## src/rtl/prci_reset_seq_pkg.sv

```systemverilog
// Shared types for the PRCI reset sequencer: FSM states, reset-cause codes,
// the control register set with its reset value, and a counter-width helper.
package prci_reset_seq_pkg;

  typedef enum logic [2:0] {
    S_POR,
    S_WAIT_LOCK,
    S_DBG_HOLD,
    S_SYS_HOLD,
    S_RUN
  } prci_rst_state_t;

  localparam logic [1:0] RST_CAUSE_POR      = 2'd0;
  localparam logic [1:0] RST_CAUSE_LOCKLOSS = 2'd1;
  localparam logic [1:0] RST_CAUSE_WDOG     = 2'd2;
  localparam logic [1:0] RST_CAUSE_SW       = 2'd3;

  typedef struct packed {
    prci_rst_state_t state;
    logic            sys_locked;
    logic            dbg_nrst;
    logic            sys_nrst;
    logic            pcie_nrst;
    logic [1:0]      cause;
  } prci_rst_regs_t;

  localparam prci_rst_regs_t PRCI_RST_REGS_RESET = '{
    state:      S_POR,
    sys_locked: 1'b0,
    dbg_nrst:   1'b0,
    sys_nrst:   1'b0,
    pcie_nrst:  1'b0,
    cause:      RST_CAUSE_POR
  };

  // Wide enough to hold the larger of the two terminal counts.
  function automatic int cnt_width(input int a, input int b);
    return $clog2((a > b) ? a : b) + 1;
  endfunction

endpackage

```

## src/rtl/prci_sync2.sv

```systemverilog
// Two-flop synchronizer for a single asynchronous status bit; clears to 0 in reset.
module prci_sync2 (
  input  logic clk,
  input  logic rst_n,
  input  logic d,
  output logic q
);

  logic meta;

  always_ff @(posedge clk or negedge rst_n) begin
    if (!rst_n) begin
      meta <= 1'b0;
      q    <= 1'b0;
    end else begin
      meta <= d;
      q    <= meta;
    end
  end

endmodule

```

## src/rtl/prci_reset_seq.sv

```systemverilog
// Power-on/reset sequencer for the PRCI block: filters PLL lock, releases dbg/sys/PCIe
// resets in order and records the reset cause. Watchdog honoured only with PRCI_RST_SEQ_WDOG_EN.
module prci_reset_seq
  import prci_reset_seq_pkg::*;
#(
  parameter int LOCK_FILTER     = 8,
  parameter int RST_HOLD_CYCLES = 16
) (
  input  logic       i_clk,
  input  logic       i_nrst,
  input  logic       i_pll_locked,
  input  logic       i_ddr_calib_done,
  input  logic       i_pcie_lnk_up,
  input  logic       i_sw_sys_rst,
  input  logic       i_wdog_rst,
  output logic       o_sys_rst,
  output logic       o_sys_nrst,
  output logic       o_dbg_nrst,
  output logic       o_pcie_nrst,
  output logic       o_sys_locked,
  output logic       o_ddr_locked,
  output logic       o_pcie_lnk_up,
  output logic [1:0] o_rst_cause
);

  localparam int CW = cnt_width(LOCK_FILTER, RST_HOLD_CYCLES);
  localparam logic [CW-1:0] LOCK_MAX    = CW'(LOCK_FILTER);
  localparam logic [CW-1:0] LOCK_LAST   = CW'(LOCK_FILTER - 1);
  localparam logic [CW-1:0] HOLD_RELOAD = CW'(RST_HOLD_CYCLES - 1);

  logic           pll_sync;
  logic           ddr_sync;
  logic           lnk_sync;
  logic           wdog_req;
  prci_rst_regs_t r;
  prci_rst_regs_t r_nxt;
  logic [CW-1:0]  lock_cnt;
  logic [CW-1:0]  lock_cnt_nxt;
  logic [CW-1:0]  cnt;
  logic [CW-1:0]  cnt_nxt;

  prci_sync2 u_sync_pll  (.clk(i_clk), .rst_n(i_nrst), .d(i_pll_locked),     .q(pll_sync));
  prci_sync2 u_sync_ddr  (.clk(i_clk), .rst_n(i_nrst), .d(i_ddr_calib_done), .q(ddr_sync));
  prci_sync2 u_sync_pcie (.clk(i_clk), .rst_n(i_nrst), .d(i_pcie_lnk_up),    .q(lnk_sync));

`ifdef PRCI_RST_SEQ_WDOG_EN
  assign wdog_req = i_wdog_rst;
`else
  logic unused_wdog;
  assign unused_wdog = i_wdog_rst;
  assign wdog_req    = 1'b0;
`endif

  always_ff @(posedge i_clk or negedge i_nrst) begin
    if (!i_nrst) begin
      r        <= PRCI_RST_REGS_RESET;
      lock_cnt <= '0;
      cnt      <= '0;
    end else begin
      r        <= r_nxt;
      lock_cnt <= lock_cnt_nxt;
      cnt      <= cnt_nxt;
    end
  end

  always_comb begin
    r_nxt        = r;
    lock_cnt_nxt = lock_cnt;
    cnt_nxt      = cnt;
    case (r.state)
      S_POR: r_nxt.state = S_WAIT_LOCK;
      S_WAIT_LOCK: begin
        if (!pll_sync) begin
          lock_cnt_nxt = '0;
        end else if (lock_cnt >= LOCK_LAST) begin
          lock_cnt_nxt     = LOCK_MAX;
          r_nxt.sys_locked = 1'b1;
          cnt_nxt          = HOLD_RELOAD;
          r_nxt.state      = S_DBG_HOLD;
        end else begin
          lock_cnt_nxt = lock_cnt + 1'b1;
        end
      end
      S_DBG_HOLD, S_SYS_HOLD, S_RUN: begin
        // Lock loss outranks every request and tears down all domains, debug included.
        if (!pll_sync) begin
          r_nxt.state      = S_WAIT_LOCK;
          r_nxt.sys_locked = 1'b0;
          r_nxt.dbg_nrst   = 1'b0;
          r_nxt.sys_nrst   = 1'b0;
          r_nxt.pcie_nrst  = 1'b0;
          r_nxt.cause      = RST_CAUSE_LOCKLOSS;
          lock_cnt_nxt     = '0;
        end else if (r.state == S_RUN) begin
          if (wdog_req || i_sw_sys_rst) begin
            r_nxt.state     = S_SYS_HOLD;
            r_nxt.sys_nrst  = 1'b0;
            r_nxt.pcie_nrst = 1'b0;
            r_nxt.cause     = wdog_req ? RST_CAUSE_WDOG : RST_CAUSE_SW;
            cnt_nxt         = HOLD_RELOAD;
          end else begin
            r_nxt.pcie_nrst = 1'b1;
          end
        end else if (cnt != '0) begin
          cnt_nxt = cnt - 1'b1;
        end else if (r.state == S_DBG_HOLD) begin
          r_nxt.dbg_nrst = 1'b1;
          cnt_nxt        = HOLD_RELOAD;
          r_nxt.state    = S_SYS_HOLD;
        end else begin
          r_nxt.sys_nrst = 1'b1;
          r_nxt.state    = S_RUN;
        end
      end
      default: r_nxt = PRCI_RST_REGS_RESET;
    endcase
  end

  assign o_sys_rst     = ~r.sys_nrst;
  assign o_sys_nrst    = r.sys_nrst;
  assign o_dbg_nrst    = r.dbg_nrst;
  assign o_pcie_nrst   = r.pcie_nrst;
  assign o_sys_locked  = r.sys_locked;
  assign o_ddr_locked  = ddr_sync;
  assign o_pcie_lnk_up = lnk_sync & r.pcie_nrst;
  assign o_rst_cause   = r.cause;

endmodule

```

## config.mk

```make
export PLATFORM = sky130hd
export DESIGN_NAME = prci_reset_seq
export DESIGN_NICKNAME = d
export VERILOG_FILES = /design/src/rtl/prci_reset_seq_pkg.sv /design/src/rtl/prci_sync2.sv /design/src/rtl/prci_reset_seq.sv
export SDC_FILE = /design/constraint.sdc
export NUM_CORES = 1
export LEC_CHECK = 0
export ABC_AREA = 1
export ABC_CLOCK_PERIOD_IN_PS = 1800
export BUFFER_PORTS_ARGS = -buffer_cell sky130_fd_sc_hd__buf_2
export CORE_MARGIN = 5
export CORE_UTILIZATION = 40
export DETAILED_ROUTE_END_ITERATION = 10
export SLEW_MARGIN = 20
export SYNTH_ARGS = -nofsm -noshare
export SYNTH_HDL_FRONTEND = slang
export SYNTH_SLANG_ARGS = --single-unit
```

## constraint.sdc

```tcl
create_clock -name i_clk -period 1.8 [get_ports i_clk]
set_input_delay 0.09 -clock i_clk [delete_from_list [all_inputs] [get_ports i_clk]]
set_output_delay 0.09 -clock i_clk [all_outputs]
set_load 0.02 [all_outputs]
```

* Yosys cells after proc, flatten, opt, wreduce, memory -nomap -nowiden
Cells that the tools add are included.
** Word-level totals
- Register bits :: 25
- Input bits :: 7
- Output and inout port bits :: 9
- Word-level logic and storage cells :: 85
** Operators by class
- $add $sub $neg :: 2
- Order comparisons :: 1
- Equality and inequality tests :: 18
- Multiplexer cells :: 33
- Bitwise logic cells :: 4
- Reduce and logical (&&, ||, !) cells :: 13
** Operators with widths (count)
- $mux W5 :: 11
- $pmux W5 S2 :: 3
- $mux W3 :: 6
- $ne A3 B3 Y1 const B :: 6
- $ne A4 B4 Y1 const B :: 4
- $reduce_and A4 Y1 :: 4
- $pmux W3 S3 :: 1
- $mux W4 :: 2
- $mux W1 :: 7
- $eq A3 B2 Y1 const B :: 2
- $reduce_and A6 Y1 :: 1
- $add A5 B1 Y5 const B :: 1
- $ge A5 B3 Y1 const B :: 1
- $reduce_bool A5 Y1 :: 1
- $sub A5 B1 Y5 const B :: 1
- $mux W2 :: 2
- $ne A2 B1 Y1 const B :: 2
- $ne A2 B2 Y1 const B :: 2
- $reduce_and A2 Y1 :: 2
- $eq A3 B1 Y1 const B :: 1
- $eq A3 B3 Y1 const B :: 1
- $logic_not A3 Y1 :: 1
- $not A1 Y1 :: 3
- $pmux W1 S3 :: 1
- other kinds (5) :: 5

* Logic depth before layout (Yosys ltp)
- Depth in word-level cells :: 6
- Gate-level depth with buffers :: 10
- Depth with buffers taken out :: 9

* Modules after synthesis
From an unflattened synthesis, not the netlist that was laid out.
** Second synthesis, totals
- Cell total of the unflattened synthesis :: 156
- Area, all modules :: 1270.0 um2
** Modules (own cells, without submodules)
- prci_reset_seq :: times used 1, cells an instance 150, area each 1119.8 um2, seq. area each 475.5 um2
- prci_sync2 :: times used 3, cells an instance 2, area each 50.0 um2, seq. area each 50.0 um2

* Worst setup path before layout
Ideal clock, no wire load.
- Path type :: register to register
- Start :: register r[7] in the netlist's numbering
- End :: register r, in the netlist o_rst_cause[1]
- Library setup time :: 0.117 ns
- Data arrival time :: 1.156 ns
- Data required time :: 1.683 ns
- Path slack :: 0.527 ns
- Stages on the path, launching flop included :: 9
- Path buffers :: 0
- Clock period less this slack :: 1.273 ns
- Cells stage by stage :: dfrtp_1 -> nor2_2 -> nand2_4 -> nand2_4 -> nand2_2 -> nor2_1 -> nor2_2 -> nor2_1 -> nor2_1
** On the way
- Cells in the longest elaborated chain, start to end :: 4
- Elaborated cells on any way between the ends :: 12
- Classes of those cells :: 6 x eq/ne; 1 x mux; 1 x bitwise; 4 x reduce/logical
** Ends and longest elaborated chain
- start, declared :: line prci_reset_seq.sv:35 : prci_rst_regs_t r;
- start signal, assigned :: line prci_reset_seq.sv:60 : r <= r_nxt;
- $eq A3 B3 Y1, or another cell as far along :: line prci_reset_seq.sv:70, prci_reset_seq.sv:94
- $reduce_or A3 Y1 or $reduce_or A2 Y1 (tied branches)
- $ne A3 B3 Y1 (no source line) or $not A1 Y1 (tied branches)
- $reduce_and A3 Y1 (no source line)
Several ways; a longest one is shown, not always the timed one.
A chain may end at the register's enable or synchronous reset.

* Worst setup path in the final report
- Start :: register r[8] in the netlist's numbering
- End :: register r[8] in the netlist's numbering
** On the way
- Cells in the longest elaborated chain, start to end :: 6
- Elaborated cells on any way between the ends :: 16
- Classes of those cells :: 8 x eq/ne; 5 x mux; 3 x reduce/logical
** Ends and longest elaborated chain
- $eq A3 B2 Y1 :: line prci_reset_seq.sv:70, prci_reset_seq.sv:106
- $mux W3 :: line prci_reset_seq.sv:106 : end else if (r.state == S_DBG_HOLD) begin
- $mux W3 :: line prci_reset_seq.sv:104 : end else if (cnt != '0) begin
- $mux W3 :: line prci_reset_seq.sv:94 : end else if (r.state == S_RUN) begin
- $mux W3 :: line prci_reset_seq.sv:86 : if (!pll_sync) begin
- $pmux W3 S3 :: line prci_reset_seq.sv:70 : case (r.state)
Several ways; a longest one is shown, not always the timed one. The select of a mux whose other input is x is not followed.

==> results by group <==
Die
  • Core area: 3078 sq um
  • Row count: 20
  • Top Ports: 16
  • Die width: about 67 um
  • Initial Util: 41.83%
  • Die footprint: ~4500 sq um
  • DIE HEIGHT: 66.74 um

CTS
  • Cts repair resizes: 0
  • CTS tree: yes
  • Clock transition at path regs: 130 ps
  • CTS hold repair buffers: 4
  • Clock sink count: 25
  • CTS Buf Count: 3
  • Htree depth: 1
  • Clock Tree Root: clkbuf_4
  • Worst-Skew Late Latency: 320 ps
  • Clk buf depth: 2
  • Post-CTS setup buffers: 0

GRT
  • GRT Residual Overflow: 0
  • Largest net degree at the start of global routing: 26
  • Initial antenna violation count: 0
  • GRT Total Usage: 13.41%
  • Vias in the first global route: 1087
  • First-pass GRT wire length: 4.678 mm

Routing
  • Drt first pass iters: 4
  • Drt total wl: approximately 2.5 mm
  • First DRT Iteration DRCs: 25
  • Via count: 1070
  • Residual DRC: 0
  • Detail Route Antenna Nets: 0
  • Post-DR vias/cell: 4.842
  • Wire length per cell: 11.17 um

Place
  • Cell total after placement: 213
  • Pre-CTS setup slack: 292.6 ps
  • IO Port Bufs: 14
  • GP Congestion: roughly 0.86
  • Hpwl dp: about 1.9 mm

Run status
  • Status: finished, final reports clean

Yosys
  • Synth cell types: 22
  • Sequential fraction of the synthesis area: 48.59%
  • Simple-gate share of the synthesized area: 38.58%
  • Cells after Synth: around 160
  • Cell taking the most area after synthesis: dfrtp_1
  • Adder and majority gate portion of the synthesized area: 1.944%
  • Synth Area in XOR/XNOR: 0%
  • Syn_area_per_cell: 8.149 sq um
  • Yosys reg bits: 25
  • Multiplexer area fraction after synthesis: 0%
  • Synth Cell Area: 1287 sq um
  • Synth area leaders: dfrtp_1, nand2_1, nand3_1
  • Largest family of logic cells by synthesized area: simple AND/OR/NAND/NOR gates
  • Synth warn: 0
  • Synthesized Nets: 167
  • Top-area cell type share of the netlist area: 48.59%
  • Post-synthesis compound-gate area fraction: ~3%

Power and ir drop
  • Max VDD drop: 667.6 uV
  • Power per cell area: 1640 nW/um^2
  • Leakage: 0.7908 nW
  • Power Total: around 0.0024 W

Timing
  • Fin crit period: 1537 ps
  • Max Transition Viols Final: 0
  • Setup TNS: 0 ps
  • Fmax: about 650 MHz
  • Crit share post-route: 85.39%
  • Tightest Pin Transition: 527.1 ps
  • Max Clock Skew: 1.670 ps
  • Unrepaired setup endpoints after global routing: false
  • Hold Violations, Final: 0
  • Setup WS post-layout: 263.0 ps
  • Slew HR: 64.86%
  • Endpoints failing setup: 0

Setup path
  • CP Data Required Time: between 2000 and 2500 ps
  • Most used cell, CP: nand2_1
  • Crit start category: flop
  • Worst R2R Start: r[8]
  • Crit path DAT: approximately 1800 ps
  • R2R Path End: r[8]
  • Crit path kind: reg -> reg
  • CP max FO: 9
  • Reg-to-reg slack, setup: 260 ps
  • Critical path cell sequence: inv_1 > nand2_1 > nor2_1 > nand2_1 > nand3_1 > o21ai_1
  • Max incr delay on CP: 560 ps
  • Register-to-Register Path Depth: 6
  • Crit end category: flop
  • Critical path's slowest cell: dfrtp_1

Cells and area
  • Area delta synth->final: 13.12%
  • Finished Layout Cells: 221
  • Final #Nets: 187
  • Final Core Density: 47.32%
  • Most common cell after layout, fill and taps aside: nand2_1
  • Antenna diode count: 0
  • Share of cells above drive strength 1: 20.90%
  • Commonest cells after routing, fill and taps aside: nand2_1, dfrtp_1, nor2_1

Worst hold path
  • HP Class: in -> reg
  • Worst Hold Depth: 4
  • Hold Path Sink: o_pcie_nrst
  • Worst hold path startpoint: i_sw_sys_rst

Run
  • Max Cap Viol: 0
==> Yosys cell counts <==
| master | count |
|---|---|
| nand2_1 | 42 |
| dfrtp_1 | 25 |
| nor2_1 | 19 |
| inv_1 | 18 |
| nand3_1 | 16 |
| nand4_1 | 6 |
| nand2_2 | 5 |
| a21oi_1 | 3 |
| buf_4 | 2 |
| ha_1 | 2 |
| inv_2 | 2 |
| nand2_4 | 2 |
| nand3_2 | 2 |
| nand3b_1 | 2 |
| nor2_2 | 2 |
| nor2_4 | 2 |
| nor3_2 | 2 |
| o21ai_0 | 2 |
| a21oi_2 | 1 |
| buf_6 | 1 |
| o21ai_1 | 1 |
| or2_2 | 1 |
==> state kept, by name, summed over array words and instances, names as in the netlist, 2 cells and up <==
signal / count
cnt: 5
r: 3
lock_cnt: 5
o_rst_cause: 2
==> per-layer routing <==
layer  up-vias  wire (um)  global-route usage [%]
li1        536          -                       -
met1       495       1166                   17.23
met2        35       1111                   22.15
met3         4        156                   4.384
met4         0         34                   2.284
met5         -          0                       0
==> metrics by stage <==
stage,area [sq um],hold WS [ps]
finish,1456,141.8
CTS,1456,117.2
global placement,1386,103.4
detailed placement,1386,117.5
floorplan,1287,-205.6
global route,1456,125.8
==> kinds of logic after synthesis <==
| kind of cell | Yosys count |
|---|---|
| and+or+nand+nor | 101 |
| adders and majority gates | 2 |
| DFF | 25 |
| buffers and inverters | 23 |
| AOI/OAI and AO/OA | 7 |
==> worst max path at each step <==
stage,end,startpoint,cells after the start
after detailed placement,cnt[2],r[8],7
after global routing,r[8],r[8],6
after floorplan,o_rst_cause[1],r[7],8
final,r[8],r[8],6
after CTS,cnt[2],r[8],7
after global placement,cnt[1],r[8],7
==> where the power goes <==
part	switching, W	internal, W
Clock	0.000168	0.0000849
Combinational	0.000822	0.000431
Sequential	0.000151	0.000732
==> final cells by class <==
cell class / count / area [sq um]
Fill cell: 300 / 1622
Clock inverter: 1 / 7.507
Multi-Input combinational cell: 110 / 560.5
Clock buffer: 3 / 22.52
Sequential cell: 25 / 625.6
Inverter: 20 / 75.07
Timing Repair Buffer: 18 / 110.1
Tap cell: 44 / 55.05
==> worst max-delay path, delay by kind of cell (launching register included) <==
| kind | cells | cell delay, ps |
|---|---|---|
| buf+inv | 1 | 150 |
| simple gates | 4 | 640 |
| flops | 1 | 560 |
| compound gates | 1 | 80 |
No activity file was read; power rests on OpenSTA's default activity.
